File: config.mk
export PLATFORM = sky130hd
export DESIGN_NAME = shift_sequencer_flat
export DESIGN_NICKNAME = d
export VERILOG_FILES = /design/src/rtl/shift_seq_pkg.sv /design/src/rtl/shift_sequencer_if.sv /design/src/rtl/shift_sequencer.sv /design/src/flat_wrapper.sv
export SDC_FILE = /design/constraint.sdc
export NUM_CORES = 1
export LEC_CHECK = 0
export BUFFER_PORTS_ARGS = -buffer_cell sky130_fd_sc_hd__buf_2
export CORE_MARGIN = 2
export CORE_UTILIZATION = 45
export CTS_CLUSTER_DIAMETER = 120
export DETAILED_ROUTE_END_ITERATION = 6
export PLACE_DENSITY_LB_ADDON = 0.2
export SLEW_MARGIN = 20
export SYNTH_ARGS = -nofsm -noshare
export SYNTH_HDL_FRONTEND = slang
export SYNTH_SLANG_ARGS = --single-unit
File: constraint.sdc
create_clock -name clock -period 1.8 [get_ports clock]
set_clock_uncertainty 0.05 [all_clocks]
set_input_delay 0.18 -clock clock [delete_from_list [all_inputs] [get_ports clock]]
set_output_delay 0.18 -clock clock [all_outputs]
set_load 0.01 [all_outputs]
File: src/rtl/shift_seq_pkg.sv
`default_nettype none
// ============================================================================
// Module   : shift_seq_pkg
// Purpose  : Shared encodings for shift_sequencer (ops, {s0,s1} modes, FSM).
// Revision : 1.0 - initial release
// ============================================================================
package shift_seq_pkg;

    typedef enum logic [1:0] {
        OP_SLL = 2'b00,
        OP_SRL = 2'b01,
        OP_SRA = 2'b10,
        OP_ROR = 2'b11
    } op_e;

    // Mode is packed as {s0, s1}
    localparam logic [1:0] MODE_HOLD  = 2'b00;
    localparam logic [1:0] MODE_RIGHT = 2'b10;
    localparam logic [1:0] MODE_LEFT  = 2'b01;
    localparam logic [1:0] MODE_LOAD  = 2'b11;

    typedef enum logic [1:0] {
        IDLE  = 2'b00,
        LOAD  = 2'b01,
        SHIFT = 2'b10,
        DONE  = 2'b11
    } state_e;

endpackage : shift_seq_pkg
`default_nettype wire

File: src/rtl/shift_sequencer_if.sv
`default_nettype none
// ============================================================================
// Module   : shift_sequencer_if
// Purpose  : Request, result and shift-register control bundle.
// Revision : 1.0 - initial release
// ============================================================================
interface shift_sequencer_if #(
    parameter int WIDTH = 16,
    parameter int AMT_W = 4
);
    logic             req_valid;
    logic             req_ready;
    logic [WIDTH-1:0] req_data;
    logic [AMT_W-1:0] req_amount;
    logic [1:0]       req_op;

    logic             sr_enable;
    logic             sr_s0;
    logic             sr_s1;
    logic [WIDTH-1:0] sr_input;
    logic             sr_left_shift_input;
    logic             sr_right_shift_input;
    logic [WIDTH-1:0] sr_out;

    logic             result_valid;
    logic             result_ready;
    logic [WIDTH-1:0] result_data;

    // Sequencer side
    modport slave (
        input  req_valid, req_data, req_amount, req_op, sr_out, result_ready,
        output req_ready, sr_enable, sr_s0, sr_s1, sr_input,
               sr_left_shift_input, sr_right_shift_input,
               result_valid, result_data
    );

    // Requester / shift-register / consumer side
    modport master (
        output req_valid, req_data, req_amount, req_op, sr_out, result_ready,
        input  req_ready, sr_enable, sr_s0, sr_s1, sr_input,
               sr_left_shift_input, sr_right_shift_input,
               result_valid, result_data
    );

endinterface : shift_sequencer_if
`default_nettype wire

File: src/rtl/shift_sequencer.sv
`default_nettype none
// ============================================================================
// Module   : shift_sequencer
// Purpose  : Load/shift controller for uni_shift_register with valid/ready
//            request and result ports. Optional op counter: SHIFT_SEQ_STAT_EN.
// Revision : 1.0 - initial release
// ============================================================================
module shift_sequencer
    import shift_seq_pkg::*;
#(
    parameter int WIDTH = 16,
    parameter int AMT_W = 4
) (
    input  wire logic          clock,
    input  wire logic          reset,
    shift_sequencer_if.slave   bus
`ifdef SHIFT_SEQ_STAT_EN
    ,
    output logic [15:0]        op_count
`endif
);

    state_e           r_state;
    state_e           w_next;
    logic [AMT_W-1:0] r_cnt;
    logic [WIDTH-1:0] r_data;
    logic [AMT_W-1:0] r_amount;
    logic [1:0]       r_op;

    logic             w_accept;
    logic             w_consume;
    logic [1:0]       w_mode;
    logic             w_enable;
    logic             w_left_in;
    logic             w_right_in;
    logic [WIDTH-1:0] w_sr_input;
    logic [WIDTH-1:0] w_result;
    logic             w_ready;
    logic             w_valid;

    assign w_accept  = (r_state == IDLE) && bus.req_valid;
    assign w_consume = (r_state == DONE) && bus.result_ready;

    always_ff @(posedge clock or posedge reset) begin
        if (reset) begin
            r_state  <= IDLE;
            r_cnt    <= '0;
            r_data   <= '0;
            r_amount <= '0;
            r_op     <= '0;
        end else begin
            r_state <= w_next;
            case (r_state)
                IDLE: begin
                    if (w_accept) begin
                        r_data   <= bus.req_data;
                        r_amount <= bus.req_amount;
                        r_op     <= bus.req_op;
                    end
                end
                LOAD:    r_cnt <= r_amount;
                SHIFT:   r_cnt <= r_cnt - 1'b1;
                default: ;
            endcase
        end
    end

    always_comb begin
        w_next     = r_state;
        w_mode     = MODE_HOLD;
        w_enable   = 1'b0;
        w_left_in  = 1'b0;
        w_right_in = 1'b0;
        w_sr_input = '0;
        w_result   = '0;
        w_ready    = 1'b0;
        w_valid    = 1'b0;
        case (r_state)
            IDLE: begin
                w_ready = 1'b1;
                if (w_accept) w_next = LOAD;
            end
            LOAD: begin
                w_enable   = 1'b1;
                w_mode     = MODE_LOAD;
                w_sr_input = r_data;
                w_next     = (r_amount == '0) ? DONE : SHIFT;
            end
            SHIFT: begin
                w_enable = 1'b1;
                // Serial fill bit is the only output that looks at sr_out
                case (r_op)
                    OP_SLL: w_mode = MODE_LEFT;
                    OP_SRL: w_mode = MODE_RIGHT;
                    OP_SRA: begin
                        w_mode     = MODE_RIGHT;
                        w_right_in = bus.sr_out[WIDTH-1];
                    end
                    default: begin
                        w_mode     = MODE_RIGHT;
                        w_right_in = bus.sr_out[0];
                    end
                endcase
                if (r_cnt == AMT_W'(1)) w_next = DONE;
            end
            DONE: begin
                w_valid  = 1'b1;
                w_result = bus.sr_out;
                if (w_consume) w_next = IDLE;
            end
            default: w_next = IDLE;
        endcase
    end

    assign bus.req_ready            = w_ready;
    assign bus.sr_enable            = w_enable;
    assign bus.sr_s0                = w_mode[1];
    assign bus.sr_s1                = w_mode[0];
    assign bus.sr_input             = w_sr_input;
    assign bus.sr_left_shift_input  = w_left_in;
    assign bus.sr_right_shift_input = w_right_in;
    assign bus.result_valid         = w_valid;
    assign bus.result_data          = w_result;

`ifdef SHIFT_SEQ_STAT_EN
    logic [15:0] r_op_count;

    always_ff @(posedge clock or posedge reset) begin
        if (reset)          r_op_count <= '0;
        else if (w_consume) r_op_count <= r_op_count + 16'd1;
    end

    assign op_count = r_op_count;
`endif

endmodule : shift_sequencer
`default_nettype wire

File: src/flat_wrapper.sv
// flat-port wrapper written by rule: the top's interface ports become plain ports
module shift_sequencer_flat import shift_seq_pkg::*;
#(
    parameter int WIDTH = 16,
    parameter int AMT_W = 4
)
  (clock, reset, bus_req_valid, bus_req_data, bus_req_amount, bus_req_op, bus_sr_out, bus_result_ready, bus_req_ready, bus_sr_enable, bus_sr_s0, bus_sr_s1, bus_sr_input, bus_sr_left_shift_input, bus_sr_right_shift_input, bus_result_valid, bus_result_data);
  shift_sequencer_if #(.WIDTH(WIDTH), .AMT_W(AMT_W)) bus_i ();
  input  wire logic clock;
  input  wire logic reset;
  input wire logic [$bits(bus_i.req_valid)-1:0] bus_req_valid;
  input wire logic [$bits(bus_i.req_data)-1:0] bus_req_data;
  input wire logic [$bits(bus_i.req_amount)-1:0] bus_req_amount;
  input wire logic [$bits(bus_i.req_op)-1:0] bus_req_op;
  input wire logic [$bits(bus_i.sr_out)-1:0] bus_sr_out;
  input wire logic [$bits(bus_i.result_ready)-1:0] bus_result_ready;
  output wire logic [$bits(bus_i.req_ready)-1:0] bus_req_ready;
  output wire logic [$bits(bus_i.sr_enable)-1:0] bus_sr_enable;
  output wire logic [$bits(bus_i.sr_s0)-1:0] bus_sr_s0;
  output wire logic [$bits(bus_i.sr_s1)-1:0] bus_sr_s1;
  output wire logic [$bits(bus_i.sr_input)-1:0] bus_sr_input;
  output wire logic [$bits(bus_i.sr_left_shift_input)-1:0] bus_sr_left_shift_input;
  output wire logic [$bits(bus_i.sr_right_shift_input)-1:0] bus_sr_right_shift_input;
  output wire logic [$bits(bus_i.result_valid)-1:0] bus_result_valid;
  output wire logic [$bits(bus_i.result_data)-1:0] bus_result_data;
  assign bus_i.req_valid = bus_req_valid;
  assign bus_i.req_data = bus_req_data;
  assign bus_i.req_amount = bus_req_amount;
  assign bus_i.req_op = bus_req_op;
  assign bus_i.sr_out = bus_sr_out;
  assign bus_i.result_ready = bus_result_ready;
  assign bus_req_ready = bus_i.req_ready;
  assign bus_sr_enable = bus_i.sr_enable;
  assign bus_sr_s0 = bus_i.sr_s0;
  assign bus_sr_s1 = bus_i.sr_s1;
  assign bus_sr_input = bus_i.sr_input;
  assign bus_sr_left_shift_input = bus_i.sr_left_shift_input;
  assign bus_sr_right_shift_input = bus_i.sr_right_shift_input;
  assign bus_result_valid = bus_i.result_valid;
  assign bus_result_data = bus_i.result_data;
  shift_sequencer #(.WIDTH(WIDTH), .AMT_W(AMT_W)) u_core (.clock(clock), .reset(reset), .bus(bus_i));
endmodule
==> metrics <==
CTS Root Cell clkbuf_4; final core area utilization 0.6852; routability cong. just over 0.8; Cell Count Post-Placement 260; max_cap viols 0; layout cell share with drive strength beyond 1 0.5721; mapped cell area 1546 um^2; crit path time final about 1.8 ns; row cnt 21; peak supply drop approximately 0.84 mV; Worst Setup Start Kind register; RSZ-0062 raised after global routing yes; period utilization 1.023; CTS Buf Count 3; PortBufs between 70 and 80; Setup CP Type register to register; final instance area between 2000 and 2500 um^2; global-route wire length before repair 5720 um; drt wl/cell 14.34 um; FMAX approximately 0.54 GHz; #FFs+latches synth 28; hold path startpoint bus_req_data[12]; WP data arrival 2.01 ns; Fillers 287; Syn Inst Count between 100 and 150; largest net degree at the start of global routing 29; Worst setup EP type register; Reg area ~700 um^2; Distinct cells, synth 29; P&R area growth vs syn 46.68%; final setup vio count 1; CTS HTree Levels 1; total gr overflow 0; total track usage 0.1823; Routed WL about 3900 um; Avg Synthesized Cell Area ~11 um^2; initial antenna violation count 0; 1st-iter DRT viols between 40 and 50; CTS tree done; Initial Util 0.4671; width of the die between 60 and 70 um; status complete, but fails checks; Placeable Area between 3000 and 4000 um^2; sequential fraction of the synthesis area 0.4531; number of diodes 0; Lkg Pwr about 1.2 nW; Mapped Nets about 190; Power Total around 0.0040 W; Final ANT Viol Nets 0; WHS Path Cells 2; Hold Fails Final Rpt 0; Crit Reg-Reg Startpoint u_core.r_cnt[1]$_DFFE_PP0P_; later-pin clock latency in the skew report 0.32 ns; clk slew on worst S/H paths roughly 0.15 ns; drt first pass iters 5; routed vias around 1300; Layout Cells excl Fill about 280; synth warn 0; hpwl dp between 2000 and 3000 um; # DRC 0; multi-input logic area about 870 um^2; Die H around 63 um; Worst Path Max Fanout 3; IO Count slightly above 80; Via density 4.818; final net count between 200 and 300; vias in the first global route about 1400; R2R cell count 5; Clock Sinks 28; Max Slew Vio Count 0; die area about 3900 um^2; post-layout worst setup margin -0.04200 ns; Required @ worst endpoint between 1.5 and 2 ns; crit path launch u_core.r_cnt[1]$_DFFE_PP0P_; worst min-delay path class primary input to register; failing checks negative setup slack; clock buffer depth 2; Pwr per Cell Area between 1500 and 2000 nW/um^2; Placed Area roughly 2000 um^2
==> sequential cells by signal (all words and copies together), names as in the netlist <==
| name | count |
|---|---|
| u_core.r_cnt | 4 |
| u_core.r_amount | 4 |
| u_core.r_data | 16 |
| u_core.r_state | 2 |
| u_core.r_op | 2 |
==> stage by stage <==
step	TNS (ns)	hold WS, ns	setup slack [ns]
global route	-0.5027	0.002092	-0.06706
floorplan	0	0.1954	0.1028
CTS	-0.01800	0.004361	-0.01196
finish	-0.04200	0.02338	-0.04200
global placement	0	0.2007	0.07216
detailed placement	0	0.2139	0.002113
==> Yosys cell counts <==
cell type  instances  area [um^2]
a211oi_2           1        12.51
mux2i_1            1        10.01
mux2_1             1        11.26
a21boi_1           1        7.510
nor2b_1            4        25.02
mux2_2            22        247.7
inv_1              5        18.77
o211ai_1           2        15.01
dfrtp_1           28        700.7
or3_1              1        6.260
a2111oi_4          1        27.53
and2_1            32        200.2
a21oi_1            3        15.01
a2bb2oi_1          2        17.52
nand2_1            5        18.77
buf_4              1        7.510
a211oi_1           1        7.510
conb_1             1        3.750
or3b_4             1        11.26
o22ai_1            1        6.260
nor2_1             3        11.26
nand3_1            1        5.000
nor4_1             1        6.260
buf_2              2        10.01
o21a_1             1        7.510
clkbuf_1           4        15.01
nand2b_1           1        6.260
ha_1               8        100.1
o21ai_0            3        15.01
==> layout make-up <==
type,instances,area share
Multi-Input combinational cell,98,0.3839
Sequential cell,28,0.3094
Timing Repair Buffer,94,0.2488
Tap cell,46,0.02537
Clock inverter,1,0.01324
Clock buffer,3,0.009928
Inverter,5,0.009377
==> metal layers <==
metal,vias up,share of wire,track usage
li1,641,-,-
met5,-,0,0
met3,6,0.052,0.03243
met1,639,0.40,0.1995
met4,0,0.012,0.05833
met2,39,0.53,0.3522
==> critical path: stages, from the launching register on <==
cell and delay (ns):
dfrtp_1 0.42, inv_2 0.09, ha_4 0.12, or3b_4 0.41, a211oi_4 0.33, mux2_4 0.33
==> logic make-up (layout without fill, tap and decap cells) <==
| kind of cell | after synthesis | count (layout) | synth area share |
|---|---|---|---|
| AND/OR/NAND/NOR | 49 | 49 | 0.1877 |
| flip-flops | 28 | 28 | 0.4531 |
| multiplexers | 24 | 24 | 0.1739 |
| AO/OA/AOI/OAI | 16 | 16 | 0.08495 |
| buffers and inverters | 12 | 103 | 0.03317 |
| adder cells (fa/ha/maj) | 8 | 8 | 0.06473 |
| other | 1 | 1 | 0.002425 |
==> where the power goes <==
group,switching [W],internal [W],leakage (nW)
registers,0.000231,0.000960,0.330
clock network,0.000175,0.000225,0.0279
logic,0.00111,0.00131,0.792
total,0.00152,0.00250,1.15
==> what timing repair did <==
item	in CTS	in global routing
pin swaps	1	2
setup buffers	1	5
setup endpoints to repair	21	37
cloned	0	2
hold buffers	1	2
resized for setup	8	16
endpoints found under the hold margin	28	2
==> final timing paths <==
path | end | slack [ns]
max | u_core.r_state[1]$_DFFE_PP0P_ | -0.04
min | u_core.r_data[12]$_DFFE_PP0P_ | 0.02
max reg2reg | u_core.r_state[1]$_DFFE_PP0P_ | -0.04
min reg2reg | u_core.r_data[14]$_DFFE_PP0P_ | 0.47
max in group asynchronous | u_core.r_state[0]$_DFFE_PP0P_ | 1.02
min in group asynchronous | u_core.r_data[10]$_DFFE_PP0P_ | 0.39
==> layout by cell type, fill, tap and decap left out, types with 2 or more instances in the layout <==
cell type / n
mux2_2: 22
dlygate4sd3_1: 3
clkbuf_4: 3
inv_1: 2
inv_2: 2
nor2_1: 3
o21ai_0: 3
buf_6: 3
nor2b_1: 4
ha_1: 2
nand2_1: 5
a2bb2oi_1: 2
buf_2: 79
and2_1: 32
o211ai_1: 2
dfrtp_1: 27
a21oi_1: 3
buf_4: 6
ha_4: 5
No activity file was read; power rests on OpenSTA's default activity.
